**config.mk**
```make
export PLATFORM = sky130hd
export DESIGN_NAME = adc_frame_streamer
export DESIGN_NICKNAME = d
export VERILOG_FILES = /design/src/rtl/adc_frame_streamer.sv
export SDC_FILE = /design/constraint.sdc
export NUM_CORES = 2
export LEC_CHECK = 0
export CORE_AREA = 2 2 641 388
export DETAILED_ROUTE_END_ITERATION = 6
export DIE_AREA = 0 0 643 390
export PLACE_DENSITY = 0.72
export SKIP_CTS_REPAIR_TIMING = 1
export SLEW_MARGIN = 20
export SYNTH_ARGS = -nofsm -noshare
export SYNTH_HDL_FRONTEND = slang
export SYNTH_SLANG_ARGS = --single-unit
```
**constraint.sdc**
```tcl
create_clock -name clk -period 119.6 [get_ports clk]
set_input_delay 17.94 -clock clk [delete_from_list [all_inputs] [get_ports clk]]
set_output_delay 17.94 -clock clk [all_outputs]
set_load 0.03 [all_outputs]
```
**src/rtl/adc_frame_streamer.sv**
```systemverilog
// Snapshots N_CH ADC/metrology words per sample strobe into a frame FIFO and
// streams each frame, prefixed by its sequence number, over a valid/ready port.
module adc_frame_streamer #(
    parameter int N_CH   = 12,
    parameter int DATA_W = 32,
    parameter int DEPTH  = 8,
    parameter int DROP_W = 16,
    localparam int LVL_W = $clog2(DEPTH + 1)
) (
    input  logic                     clk,
    input  logic                     rst_n,
    input  logic                     enable_i,
    input  logic                     sample_valid_i,
    input  logic [N_CH*DATA_W-1:0]   sample_data_i,
    output logic [DATA_W-1:0]        m_tdata_o,
    output logic                     m_tvalid_o,
    input  logic                     m_tready_i,
    output logic                     m_tlast_o,
    output logic [DATA_W-1:0]        seq_o,
    output logic [DROP_W-1:0]        drop_cnt_o,
    output logic [LVL_W-1:0]         level_o
);

    localparam int PTR_W = $clog2(DEPTH);
    localparam int CH_W  = (N_CH > 1) ? $clog2(N_CH) : 1;

    // state  | meaning
    // S_IDLE | no frame held, tvalid low
    // S_HDR  | presenting sequence-number header of frame at rd_ptr
    // S_DATA | presenting channel ch_idx of frame at rd_ptr
    typedef enum logic [1:0] {S_IDLE, S_HDR, S_DATA} state_t;

    logic [DATA_W-1:0] data_mem [DEPTH][N_CH];
    logic [DATA_W-1:0] seq_mem  [DEPTH];

    state_t            state;
    logic [PTR_W-1:0]  wr_ptr, rd_ptr, rd_nxt;
    logic [CH_W-1:0]   ch_idx, ch_nxt;
    logic              strobe, full, push, pop, hs;

    assign strobe = sample_valid_i & enable_i;
    assign full   = (level_o == LVL_W'(DEPTH));
    assign push   = strobe & ~full;
    assign hs     = m_tvalid_o & m_tready_i;
    assign pop    = hs & m_tlast_o;
    assign rd_nxt = rd_ptr + PTR_W'(1);
    assign ch_nxt = ch_idx + CH_W'(1);

    always_ff @(posedge clk) begin
        if (push) begin
            seq_mem[wr_ptr] <= seq_o;
            for (int k = 0; k < N_CH; k++) begin
                data_mem[wr_ptr][k] <= sample_data_i[k*DATA_W +: DATA_W];
            end
        end
    end

    always_ff @(posedge clk or negedge rst_n) begin
        if (!rst_n) begin
            wr_ptr     <= '0;
            rd_ptr     <= '0;
            seq_o      <= '0;
            drop_cnt_o <= '0;
            level_o    <= '0;
        end else begin
            if (push) begin
                wr_ptr <= wr_ptr + PTR_W'(1);
                seq_o  <= seq_o + DATA_W'(1);
            end
            if (strobe && full && (drop_cnt_o != '1)) begin
                drop_cnt_o <= drop_cnt_o + DROP_W'(1);
            end
            if (pop) begin
                rd_ptr <= rd_nxt;
            end
            case ({push, pop})
                2'b10:   level_o <= level_o + LVL_W'(1);
                2'b01:   level_o <= level_o - LVL_W'(1);
                default: level_o <= level_o;
            endcase
        end
    end

    always_ff @(posedge clk or negedge rst_n) begin
        if (!rst_n) begin
            state      <= S_IDLE;
            ch_idx     <= '0;
            m_tdata_o  <= '0;
            m_tvalid_o <= 1'b0;
            m_tlast_o  <= 1'b0;
        end else begin
            case (state)
                S_IDLE: begin
                    if (level_o != '0) begin
                        state      <= S_HDR;
                        m_tvalid_o <= 1'b1;
                        m_tlast_o  <= 1'b0;
                        m_tdata_o  <= seq_mem[rd_ptr];
                    end
                end
                S_HDR: begin
                    if (hs) begin
                        state     <= S_DATA;
                        ch_idx    <= '0;
                        m_tdata_o <= data_mem[rd_ptr][0];
                        m_tlast_o <= (N_CH == 1);
                    end
                end
                S_DATA: begin
                    if (hs) begin
                        if (m_tlast_o) begin
                            ch_idx    <= '0;
                            m_tlast_o <= 1'b0;
                            if ((level_o != LVL_W'(1)) || push) begin
                                state <= S_HDR;
                                // A frame captured this very cycle is not in seq_mem yet
                                m_tdata_o <= (level_o == LVL_W'(1)) ? seq_o : seq_mem[rd_nxt];
                            end else begin
                                state      <= S_IDLE;
                                m_tvalid_o <= 1'b0;
                            end
                        end else begin
                            ch_idx    <= ch_nxt;
                            m_tdata_o <= data_mem[rd_ptr][ch_nxt];
                            m_tlast_o <= (ch_nxt == CH_W'(N_CH - 1));
                        end
                    end
                end
                default: begin
                    state      <= S_IDLE;
                    m_tvalid_o <= 1'b0;
                    m_tlast_o  <= 1'b0;
                end
            endcase
        end
    end

endmodule

```
# Yosys cells after proc, flatten, opt, wreduce, memory -nomap -nowiden
# Memory sizes are Yosys's and may differ from the RTL's.
# Cells that the tools add are included.
[word_totals]
out_inout_bits = 86
wordCells = 88
mem_bits_ro = 0
mem_bits_rw = 3328
in_bits = 389
n_memories = 2
latch_bits = 0
register_bits = 98
[memory_table]
columns = ["memory", "words", "width", "rd", "rd_ports_with_merged_regs", "wr", "line", "text"]
rows = [
  ["data_mem", 8, 384, 1, 0, 1, "33", "logic [DATA_W-1:0] data_mem [DEPTH][N_CH];"],
  ["seq_mem", 8, 32, 2, 0, 1, "34", "logic [DATA_W-1:0] seq_mem [DEPTH];"],
]
[classes]
shift = 0
n_mux = 33
reduce_logical = 13
add_sub_neg = 7
n_bitwise = 7
div = 0
n_eq_ne = 15
mul = 0
magnitude_cmp = 1
[ops]
columns = ["op", "n"]
rows = [
  ["32-bit 2-to-1 mux", 8],
  ["32-bit binary-select mux with 4-bit select", 1],
  ["32-bit case mux with 3 select lines", 1],
  ["32-bit by 1-bit adder with 32-bit output (second input constant)", 1],
  ["16-bit by 1-bit adder with 16-bit output (second input constant)", 1],
  ["16-bit inequality test (second input constant)", 1],
  ["4-bit case mux with 2 select lines", 2],
  ["4-bit 2-to-1 mux", 3],
  ["1-bit 2-to-1 mux", 11],
  ["2-bit inequality test (second input constant)", 5],
  ["5-bit AND reduction", 2],
  ["4-bit by 1-bit adder with 4-bit output (second input constant)", 2],
  ["4-bit equality test (second input constant)", 2],
  ["2-bit 2-to-1 mux", 4],
  ["3-bit by 1-bit adder with 3-bit output (second input constant)", 2],
  ["1-bit case mux with 3 select lines", 2],
  ["2-bit case mux with 3 select lines", 1],
  ["3-bit AND reduction", 2],
  ["5-bit greater-or-equal comparator (second input constant)", 1],
  ["4-bit inverter with 5-bit output", 1],
  ["1-bit bitwise AND", 4],
  ["2-bit by 1-bit equality test with 1-bit output (second input constant)", 2],
  ["2-bit equality test (second input constant)", 2],
  ["4-bit by 1-bit equality test with 1-bit output (second input constant)", 1],
  ["11 further kinds", 14],
]

# Depth between registers and ports, before layout
[depth]
ltp_word = 8
mapped_depth = 16
mapped_depth_nobuf = 10

# Worst setup path after synthesis
# OpenSTA, ideal clock, no wires.
[synth_path]
kind = "input-to-reg"
from = "input port sample_valid_i"
to = "memory data_mem[0][0] (netlist bit) (enable)"
arrival_time_ps = 57658
setup_time_ps = 2212
setup_slack_ps = 59729
required_time_ps = 117388
path_stages = 5
path_buffers = 1
cell_sequence = "nand2_1 and2b_2 inv_2 clkbuf_1 nor4_1"
[synth_between]
elab_chain_cells = 4
[synth_rtl]
columns = ["element", "line", "text"]
rows = [
  ["start: declaration", "13", "input logic sample_valid_i,"],
  ["1-bit bitwise AND", "41", "assign strobe = sample_valid_i & enable_i;"],
  ["1-bit bitwise AND", "43", "assign push = strobe & ~full;"],
  ["1-bit 2-to-1 mux", "50", "if (push) begin"],
  ["1-bit 2-to-1 mux (implied by the code)", "53", "data_mem[wr_ptr][k] <= sample_data_i[k*DATA_W +: DATA_W];"],
  ["end: declaration", "33", ""],
]
# Every way passes these cells.

# Final worst setup path
[layout_path]
from = "input port sample_valid_i"
to = "memory data_mem[5][10] (netlist bit) (enable)"
# The elaborated chain is that of the path after synthesis.

==> impl_metrics.json <==
{
  "period_share": 0.1890,
  "async_flop_share": 0.02860,
  "final-max-slew-violation-count": 0,
  "grt_first_pass_wirelength_um": 530000,
  "cp_cell_sequence": "clkdlybuf4s50_1 > nand2_1 > and2b_2 > nand2_1 > nor2_4 > buf_4 > buf_4 > buf_4 > buf_4",
  "utilization": 0.6219,
  "required_ps": 120090,
  "cpPeakStageDelay_ps": 890,
  "rsz0062_at_grt": "false",
  "grt_max_degree": 136,
  "ys_seq_area_frac": 0.7633,
  "worstPathArrival_ps": 23090,
  "synth_nets": 6550,
  "placed_cell_area_um2": 142500,
  "tightest_slew_ps": 1307,
  "syn_to_final_growth_pct": 13.52,
  "synth_seq_cells": 3426,
  "cp.buffers_inverters": 5,
  "syn_area_um2": 134100,
  "place_congestion": 0.9431,
  "io_buffers": 474,
  "drive_above_1_share": 0.2228,
  "io_pins": 475,
  "firstDrtPassIters": 6,
  "fin_skew_ps": 47.34,
  "yosys_warnings": 0,
  "clkLatencyLatePin_ps": 900,
  "tns_ps": 0,
  "yosys_most_used_dff": "edfxtp_1",
  "h-tree-depth": 5,
  "cp_top_family": "buffers and inverters",
  "power.density_nw_per_um2": 21.79,
  "cts_tree": "built",
  "place_hpwl_um": 236900,
  "post-route-min-period_ps": 22600,
  "end_kind": "flip-flop",
  "nNetsFinal": 7156,
  "start_util": 0.5478,
  "totalWireLength_um": 379900,
  "cts_buffer_depth": 4,
  "syn_avg_cell_area_um2": 21.83,
  "final_area_um2": 152300,
  "wl_per_cell_um": 36.76,
  "drt-vias-per-instance": 6.773,
  "core_area_um2": 244900,
  "die_y_um": 390,
  "clk_pin_slew_ps": 60,
  "yosys.cell_types.count": 84,
  "drtIter0Drc": 11690,
  "grtUsageTotal": 0.3024,
  "vias": 69990,
  "startpoint_type": "input port",
  "antenna_found_initial": 115,
  "drv_cap": 0,
  "die_area_um2": 250800,
  "p_leak_nw": 48.06,
  "cpMostUsedCell": "buf_4",
  "layout.cells.non_filler": 10330,
  "worst-r2r-setup-slack_ps": 113060,
  "hold_viol": 0,
  "setup_viol": 0,
  "root_buffer": "clkbuf_16",
  "timing.slew.headroom": 0.1289,
  "synthCells": 6145,
  "synth-edff-count": 3328,
  "slowest_stage": "buf_4",
  "cts_buffers": 307,
  "grt_pass1_vias": 67060,
  "hp-class": "flip-flop to flip-flop",
  "fmax_mhz": 44.25,
  "drc": 1,
  "ir_drop_mv": 0.01745,
  "path_max_fanout": 58,
  "violations": "DRC",
  "outcome": "complete, but fails checks",
  "ant_nets": 0,
  "die_w_um": 643,
  "worst-setup-path-type": "input port to flip-flop",
  "overflow": 0,
  "dp.cells": 9730,
  "rows": 141,
  "cts.sinks": 3426
}
-- worst reg2reg max path: cells and delay by family, from the launching register on --
| family | cells | cell delay, ps |
|---|---|---|
| DFF | 1 | 950 |
| and+or+nand+nor | 1 | 540 |
| buffers and inverters | 4 | 2930 |
| muxes | 1 | 670 |
| AOI/OAI and AO/OA | 4 | 1310 |
-- synth_stat cells, drive strengths merged, types with 53 or more instances --
cell type,count,area share
nor2,95,0.0027
nand3,64,0.0024
edfxtp,3328,0.74
mux4,888,0.15
buf,228,0.013
a22oi,86,0.0049
clkbuf,118,0.0033
mux2i,139,0.010
nand2,309,0.0086
dfrtp,98,0.018
a21oi,108,0.0040
o21ai,65,0.0024
o22ai,53,0.0025
-- cell usage in the layout, fill, tap and decap left out, types with 16 or more instances in the layout --
cell	count
a31oi_1	40
diode_2	65
a22oi_1	85
mux2_2	33
dfrtp_1	93
edfxtp_1	3328
a211oi_1	25
o22ai_1	53
a221oi_1	46
nand2_1	309
xor2_1	22
a22o_1	30
nand3_1	64
nor3_1	31
o221ai_1	19
nand4_1	20
clkinv_2	37
mux4_2	888
o21ai_1	16
nor2_1	87
clkinv_1	58
buf_4	150
clkdlybuf4s50_1	473
clkbuf_1	76
mux2i_1	138
buf_12	17
clkbuf_16	319
xnor2_1	33
o21ai_0	49
bufinv_16	18
and3_1	23
a21oi_1	106
-- state kept, by name (all words and copies together) (netlist names) --
name / flops
ch_idx: 4
data_mem: 3072
drop_cnt_o: 16
level_o: 4
m_tdata_o: 32
m_tlast_o: 1
m_tvalid_o: 1
rd_ptr: 3
seq_mem: 256
seq_o: 32
state: 2
wr_ptr: 3
-- layer usage --
layer / up-vias / track usage / share of wire
met4: 52 / 0.1097 / 0.039
met3: 805 / 0.1090 / 0.14
li1: 27290 / - / -
met2: 4992 / 0.4321 / 0.44
met5: - / 0 / 0.0013
met1: 36850 / 0.4332 / 0.37
-- path summary, 6_finish.rpt --
check                                        to      startpoint  cells after the start
worst max-delay path            data_mem[5][10]  sample_valid_i                      9
worst min-delay path              drop_cnt_o[5]   drop_cnt_o[5]                      1
worst max register to register    m_tdata_o[14]       rd_ptr[0]                     10
worst min register to register    drop_cnt_o[5]   drop_cnt_o[5]                      1
max in group asynchronous             seq_o[28]           rst_n                      2
min in group asynchronous          m_tdata_o[0]           rst_n                      1
-- layout make-up --
cell class / count / area [um2]
clock inverters: 134 / 1175
fillers: 16480 / 92600
well taps: 3289 / 4115
diodes: 65 / 162.7
flip-flops and latches: 3426 / 102400
repair buffers: 643 / 6218
multi-input cells: 2356 / 29750
inverters: 17 / 73.82
clock buffers: 403 / 8378
-- per-stage QoR --
stage	worst slack (ps)	hold slack [ps]	total power, W
floorplan	59730	516.9	0.002065
global placement	96280	481.2	0.002343
detailed placement	96220	481.2	0.002353
CTS	97110	494.8	0.003304
global route	96950	503.3	0.003404
finish	97000	496.8	0.003318
-- kinds of logic after synthesis --
family,share of synthesized area
buffers and inverters,0.01654
adders and majority gates,0.001492
and+or+nand+nor,0.02173
AOI/OAI and AO/OA,0.03062
xor gates and xnor gates,0.003852
muxes,0.1625
DFF,0.7633
-- power breakdown --
group / internal [W] / switching [W] / leakage, nW
sequential: 0.00142 / 0.0000430 / 31.4
clock: 0.000533 / 0.000430 / 4.65
combinational: 0.000310 / 0.000583 / 12.0
Note: power is estimated with default switching activity, not from simulation.
